<file path="config.mk">
export PLATFORM = sky130hd
export DESIGN_NAME = fp_mult_stream_flat
export DESIGN_NICKNAME = d
export VERILOG_FILES = /design/src/rtl/fp_mult_stream_if.sv /design/src/rtl/fp_mult_stream.sv /design/src/flat_wrapper.sv
export SDC_FILE = /design/constraint.sdc
export NUM_CORES = 2
export LEC_CHECK = 0
export CORE_MARGIN = 5
export CORE_UTILIZATION = 65
export DETAILED_ROUTE_END_ITERATION = 16
export MAX_ROUTING_LAYER = met4
export PLACE_DENSITY = 0.79
export SYNTH_ARGS = -nofsm -noshare
export SYNTH_HDL_FRONTEND = slang
export SYNTH_SLANG_ARGS = --single-unit
</file>
<file path="constraint.sdc">
create_clock -name clk -period 9.98 [get_ports clk]
set_input_delay 1.996 -clock clk [delete_from_list [all_inputs] [get_ports clk]]
set_output_delay 1.996 -clock clk [all_outputs]
set_load 0.02 [all_outputs]
</file>
<file path="src/rtl/fp_mult_stream_if.sv">
// Valid/ready operand and result channels for fp_mult_stream.
// The producer/consumer side uses the master modport; the multiplier uses slave.
interface fp_mult_stream_if #(
    parameter int WIDTH = 32
);
    logic             in_valid;
    logic             in_ready;
    logic [WIDTH-1:0] left;
    logic [WIDTH-1:0] right;
    logic             out_valid;
    logic             out_ready;
    logic [WIDTH-1:0] out;
    logic             ovf;

    modport master (
        output in_valid, left, right, out_ready,
        input  in_ready, out_valid, out, ovf
    );

    modport slave (
        input  in_valid, left, right, out_ready,
        output in_ready, out_valid, out, ovf
    );
endinterface

</file>
<file path="src/rtl/fp_mult_stream.sv">
// Back-pressurable pipelined fixed-point multiplier with overflow flag.
// Define FP_MULT_STREAM_SAT_EN to clamp the result whenever ovf is raised.
module fp_mult_stream #(
    parameter int WIDTH      = 32,
    parameter int INT_WIDTH  = 16,
    parameter int FRAC_WIDTH = 16,
    parameter int SIGNED     = 0,
    parameter int STAGES     = 3,
    parameter int ROUND      = 0
) (
    input logic              clk,
    input logic              reset,
    fp_mult_stream_if.slave  bus
);

    localparam int PW = 2 * WIDTH;
    localparam int UW = PW - FRAC_WIDTH - WIDTH + 1;
    localparam logic [PW:0] ROUND_ADD =
        (ROUND != 0) ? ((PW + 1)'(1) << (FRAC_WIDTH - 1)) : '0;

    logic              adv;
    logic [STAGES:1]   valid_q;
    logic [WIDTH-1:0]  left_q;
    logic [WIDTH-1:0]  right_q;
    logic [PW-1:0]     prod_q [2:STAGES];
    logic [PW-1:0]     left_ext;
    logic [PW-1:0]     right_ext;
    logic [PW-1:0]     prod_full;
    logic              sign_ext;
    logic [PW:0]       rounded;
    logic [WIDTH-1:0]  slice;
    logic [UW-1:0]     upper;
    logic              ovf_c;
    logic [WIDTH-1:0]  out_c;
    logic              unused_frac;

    // One shared enable: a stalled head freezes every stage, bubbles included.
    assign adv           = ~valid_q[STAGES] | bus.out_ready;
    assign bus.in_ready  = adv;
    assign bus.out_valid = valid_q[STAGES];

    always_comb begin
        left_ext  = (SIGNED != 0) ? {{WIDTH{left_q[WIDTH-1]}}, left_q}
                                  : {{WIDTH{1'b0}}, left_q};
        right_ext = (SIGNED != 0) ? {{WIDTH{right_q[WIDTH-1]}}, right_q}
                                  : {{WIDTH{1'b0}}, right_q};
        prod_full = left_ext * right_ext;
    end

    always_ff @(posedge clk) begin
        if (reset) begin
            valid_q <= '0;
            left_q  <= '0;
            right_q <= '0;
            for (int i = 2; i <= STAGES; i++) begin
                prod_q[i] <= '0;
            end
        end else if (adv) begin
            valid_q[1] <= bus.in_valid;
            valid_q[STAGES:2] <= valid_q[STAGES-1:1];
            if (bus.in_valid) begin
                left_q  <= bus.left;
                right_q <= bus.right;
            end
            prod_q[2] <= prod_full;
            for (int i = 3; i <= STAGES; i++) begin
                prod_q[i] <= prod_q[i-1];
            end
        end
    end

    // Extra top bit keeps the rounding carry so it can raise ovf.
    always_comb begin
        sign_ext = (SIGNED != 0) & prod_q[STAGES][PW-1];
        rounded  = {sign_ext, prod_q[STAGES]} + ROUND_ADD;
        slice    = rounded[FRAC_WIDTH +: WIDTH];
        upper    = rounded[PW:FRAC_WIDTH+WIDTH];
        if (SIGNED != 0) begin
            ovf_c = (upper != {UW{slice[WIDTH-1]}});
        end else begin
            ovf_c = |upper;
        end
`ifdef FP_MULT_STREAM_SAT_EN
        if (ovf_c) begin
            if (SIGNED != 0) begin
                out_c = prod_q[STAGES][PW-1] ? {1'b1, {(WIDTH-1){1'b0}}}
                                             : {1'b0, {(WIDTH-1){1'b1}}};
            end else begin
                out_c = '1;
            end
        end else begin
            out_c = slice;
        end
`else
        out_c = slice;
`endif
    end

    assign unused_frac = ^rounded[FRAC_WIDTH-1:0];
    assign bus.out     = out_c;
    assign bus.ovf     = ovf_c;

endmodule

</file>
<file path="src/flat_wrapper.sv">
// flat-port wrapper written by rule: the top's interface ports become plain ports
module fp_mult_stream_flat 
#(
    parameter int WIDTH      = 32,
    parameter int INT_WIDTH  = 16,
    parameter int FRAC_WIDTH = 16,
    parameter int SIGNED     = 0,
    parameter int STAGES     = 3,
    parameter int ROUND      = 0
)
  (clk, reset, bus_in_valid, bus_left, bus_right, bus_out_ready, bus_in_ready, bus_out_valid, bus_out, bus_ovf);
  fp_mult_stream_if #(.WIDTH(WIDTH)) bus_i ();
  input logic clk;
  input logic reset;
  input wire logic [$bits(bus_i.in_valid)-1:0] bus_in_valid;
  input wire logic [$bits(bus_i.left)-1:0] bus_left;
  input wire logic [$bits(bus_i.right)-1:0] bus_right;
  input wire logic [$bits(bus_i.out_ready)-1:0] bus_out_ready;
  output wire logic [$bits(bus_i.in_ready)-1:0] bus_in_ready;
  output wire logic [$bits(bus_i.out_valid)-1:0] bus_out_valid;
  output wire logic [$bits(bus_i.out)-1:0] bus_out;
  output wire logic [$bits(bus_i.ovf)-1:0] bus_ovf;
  assign bus_i.in_valid = bus_in_valid;
  assign bus_i.left = bus_left;
  assign bus_i.right = bus_right;
  assign bus_i.out_ready = bus_out_ready;
  assign bus_in_ready = bus_i.in_ready;
  assign bus_out_valid = bus_i.out_valid;
  assign bus_out = bus_i.out;
  assign bus_ovf = bus_i.ovf;
  fp_mult_stream #(.WIDTH(WIDTH), .INT_WIDTH(INT_WIDTH), .FRAC_WIDTH(FRAC_WIDTH), .SIGNED(SIGNED), .STAGES(STAGES), .ROUND(ROUND)) u_core (.clk(clk), .reset(reset), .bus(bus_i));
endmodule
</file>
==> results.yml <==
power:
  comb_power_share_pct: 51.6
  power.switching_mw: 1.580
  power.leakage_nw: 20.10
  intPower_mw: 1.874
  power_density_nw_per_um2: 84.34
  swShare_pct: 45.74
  vdd_drop_max_uv: 142.6
  seqPwrFrac_pct: 27.2
  power_frac_clock_pct: 21.2
cts:
  cts_setup_buffers: 0
  clock-sinks: 163
  hold_buffers: 0
  clockBufferDepth: 2
  cts_buffers: 17
  cts.clk_slew.worst_paths_ns: 0.09
  cts_tree: "yes"
  cts-htree-levels: 4
  cts_root_buf: "clkbuf_16"
  clk_latency_ns: 0.51
  ctsResizeCount: 0
sta:
  clock_skew_ns: 0.02225
  rsz0062_at_grt: "no"
  finalCritPeriodShare_pct: 84.54
  tightest_slew_ns: 1.240
  setup_viol: 0
  relSlewSlack_pct: 17.21
  tns_ns: 0
  holdWs_ns: 0.4593
  slew_viol_final: 0
  hold_viol_final: 0
  max_freq_ghz: 0.1185
  final.min_clock_period_ns: 8.437
worst_setup_path:
  r2r_slack_ns: 1.54
  critPathMostFrequentCell: "fa_1"
  critPathMaxStageDelay_ns: 1.15
  worstPathArrival_ns: 8.69
  critPathKind: "reg2reg"
  worstSetupEndpoint: "u_core.prod_q[1][60]"
  critPathRequiredTime_ns: 10.23
  crit_buf_inv: 2
  cp_max_fo: 26
  r2r-end: "u_core.prod_q[1][60]"
  crit_start: "u_core.left_q[14]"
  crit_slowest_cell: "dfxtp_1"
  r2r_cells: 22
  critical_path_depth: 22
  critPathTopFamily: "adder cells"
  worst_setup_path_start_kind: "flop"
  reg2reg_from: "u_core.left_q[14]"
  crit_chain: "and2_1, fa_1, fa_1, inv_1, fa_1, fa_1, inv_1, fa_1, fa_1, fa_1, fa_1, ha_1, and2_1, nand3_2, nor4_2, nand2_1, a211oi_2, o31a_1, o211ai_1, a31oi_1, o21ai_1, nor3b_1"
  end_kind: "flop"
synthesis:
  ys_top_cells_by_count: "fa_1 (895), inv_1 (864), and2_1 (649)"
  ys_seq_area_share_pct: 10.86
  synth_cell_types: 61
  yosysMostFrequentCell: "fa_1"
  yosys_warnings: 0
  synth-main-ff-cell: "edfxtp_1"
  synth_area_leaders: "fa_1 (46%), and2_1 (10%), ha_1 (8.4%)"
  synth_top_area_share_pct: 46.06
  postSynthAreaPerCell_sq_um: 9.324
  synth_top_area_cell: "fa_1"
  async_reset_ff_share_pct: 0
  syn-cell-area_sq_um: 38900
  synth_edf_count: 96
  synth-seq-cells: 163
  syn_nets: 5395
  synth_cells: 4172
floorplan:
  initial_utilization_pct: 65.79
  core_sq_um: 59130
  num_rows: 89
  dieWidth_um: 254.6
  dieArea_sq_um: 64840
  pin_count: 103
  dieHeight_um: 254.6
global_routing:
  track_usage_pct: 33.89
  antenna_found_initial: 3
  grt_pass1_vias: 31470
  grt_pass1_wl_mm: 164.0
  grt_max_degree: 74
  grt_overflow: 0
placed_design:
  gp_congestion: 0.9660
  dpl.hpwl_mm: 79.96
  dp.cells: 4849
  io_buffers: 102
  place_area_sq_um: 40320
route:
  vias_per_cell: 5.787
  first_iter_violations: 2039
  wl_per_cell_um: 20.85
  ant_nets: 0
  route.detailed.drc: 0
  dr.pass1.iters: 8
  routed_wl_mm: 101.8
  routed-via-count: 28260
min_path:
  worstHoldPathType: "reg2reg"
finish:
  finish.net_count: 5318
  drive_gt1_share_pct: 3.238
  design_area_sq_um: 40960
  area_delta_synth_final_pct: 5.285
  final_cells: 4883
run:
  cap_violations: 0
status:
  run_status: "finished, final reports clean"
==> worst reg2reg max path: cells and delay by family (launching register included) <==
kind	cells	cell delay [ns]
buf+inv	2	0.11
fa+ha+maj	9	4.28
simple gates	6	1.25
flops	1	1.15
compound gates	5	1.37
==> final cells by class <==
type | instances | area (sq um)
Multi-Input combinational cell | 2868 | 30280
Fill cell | 4442 | 18170
Sequential cell | 163 | 4225
Inverter | 864 | 3243
Timing Repair Buffer | 181 | 1609
Tap cell | 773 | 967.2
Clock buffer | 17 | 425.4
Clock inverter | 15 | 203.9
Antenna cell | 2 | 5.005
==> through the flow <==
stage                     total power, mW  utilization [%]  setup slack [ns]
after floorplan                     2.125                -             2.622
after global placement              2.681            68.19             1.757
after detailed placement            2.721            68.19             1.586
after CTS                           3.467            69.25             1.589
after global routing                3.681            69.25             1.195
final                               3.454            69.26             1.543
==> power by group through the flow <==
stage / Clock [mW] / Sequential, mW / Combinational (mW)
finish: 0.732 / 0.940 / 1.78
floorplan: 0 / 0.872 / 1.25
global route: 0.764 / 0.947 / 1.97
CTS: 0.745 / 0.936 / 1.79
detailed placement: 0 / 0.951 / 1.77
global placement: 0 / 0.949 / 1.73
==> placed cells by master (no fill, tap or decap), types with 6 or more instances in the layout <==
cell type | synthesis | final
buf_4 | 33 | 79
dfxtp_1 | 67 | 66
o21a_1 | 8 | 8
xnor2_1 | 22 | 22
clkbuf_16 | 0 | 17
ha_1 | 260 | 260
nor4_1 | 6 | 6
inv_1 | 864 | 864
nor3_1 | 18 | 18
and2_1 | 649 | 648
o21ai_0 | 34 | 34
nand3_1 | 24 | 24
a31oi_1 | 10 | 10
a21oi_1 | 136 | 136
nand4_1 | 16 | 16
nand2_1 | 606 | 605
xor2_1 | 16 | 16
fa_1 | 895 | 895
edfxtp_1 | 96 | 96
clkinv_8 | 0 | 6
o21bai_1 | 11 | 11
clkdlybuf4s50_1 | 0 | 101
nor2_1 | 63 | 62
a21o_1 | 26 | 26
o21ai_1 | 6 | 6
==> how the worst min path moves through the flow <==
stage / startpoint / to / depth (start not counted)
2_1_floorplan: u_core.valid_q[2] / u_core.valid_q[2] / 2
3_3_place_gp: u_core.valid_q[2] / u_core.valid_q[2] / 2
3_5_place_dp: u_core.right_q[9] / u_core.right_q[9] / 2
4_1_cts: u_core.right_q[9] / u_core.right_q[9] / 2
5_1_grt: u_core.valid_q[1] / u_core.valid_q[2] / 2
6_report: u_core.right_q[27] / u_core.right_q[27] / 2
==> sequential cells by signal, summed over array words and instances, names as in the netlist <==
register / flops
u_core.left_q: 32
u_core.right_q: 32
u_core.valid_q: 3
u_core.prod_q: 96
==> per-layer routing <==
layer,up-vias,routed length [um],track usage (%)
met1,14410,35100,38.03
met2,1317,51710,57.25
met4,0,7567,20.68
met5,-,0,-
li1,12080,-,-
met3,453,7427,5.415
==> kinds of logic (layout without fill, tap and decap cells) <==
kind of cell	count (synthesis)	in the layout	synth area share (%)
other cells	0	2	0
simple gates	1410	1410	18.33
buf+inv	1141	1077	11.34
xor+xnor	38	38	0.8556
fa+ha+maj	1155	1155	54.42
mux	3	3	0.07720
flops	163	163	10.86
compound gates	262	262	4.114
(Power assumes the default switching activity.)
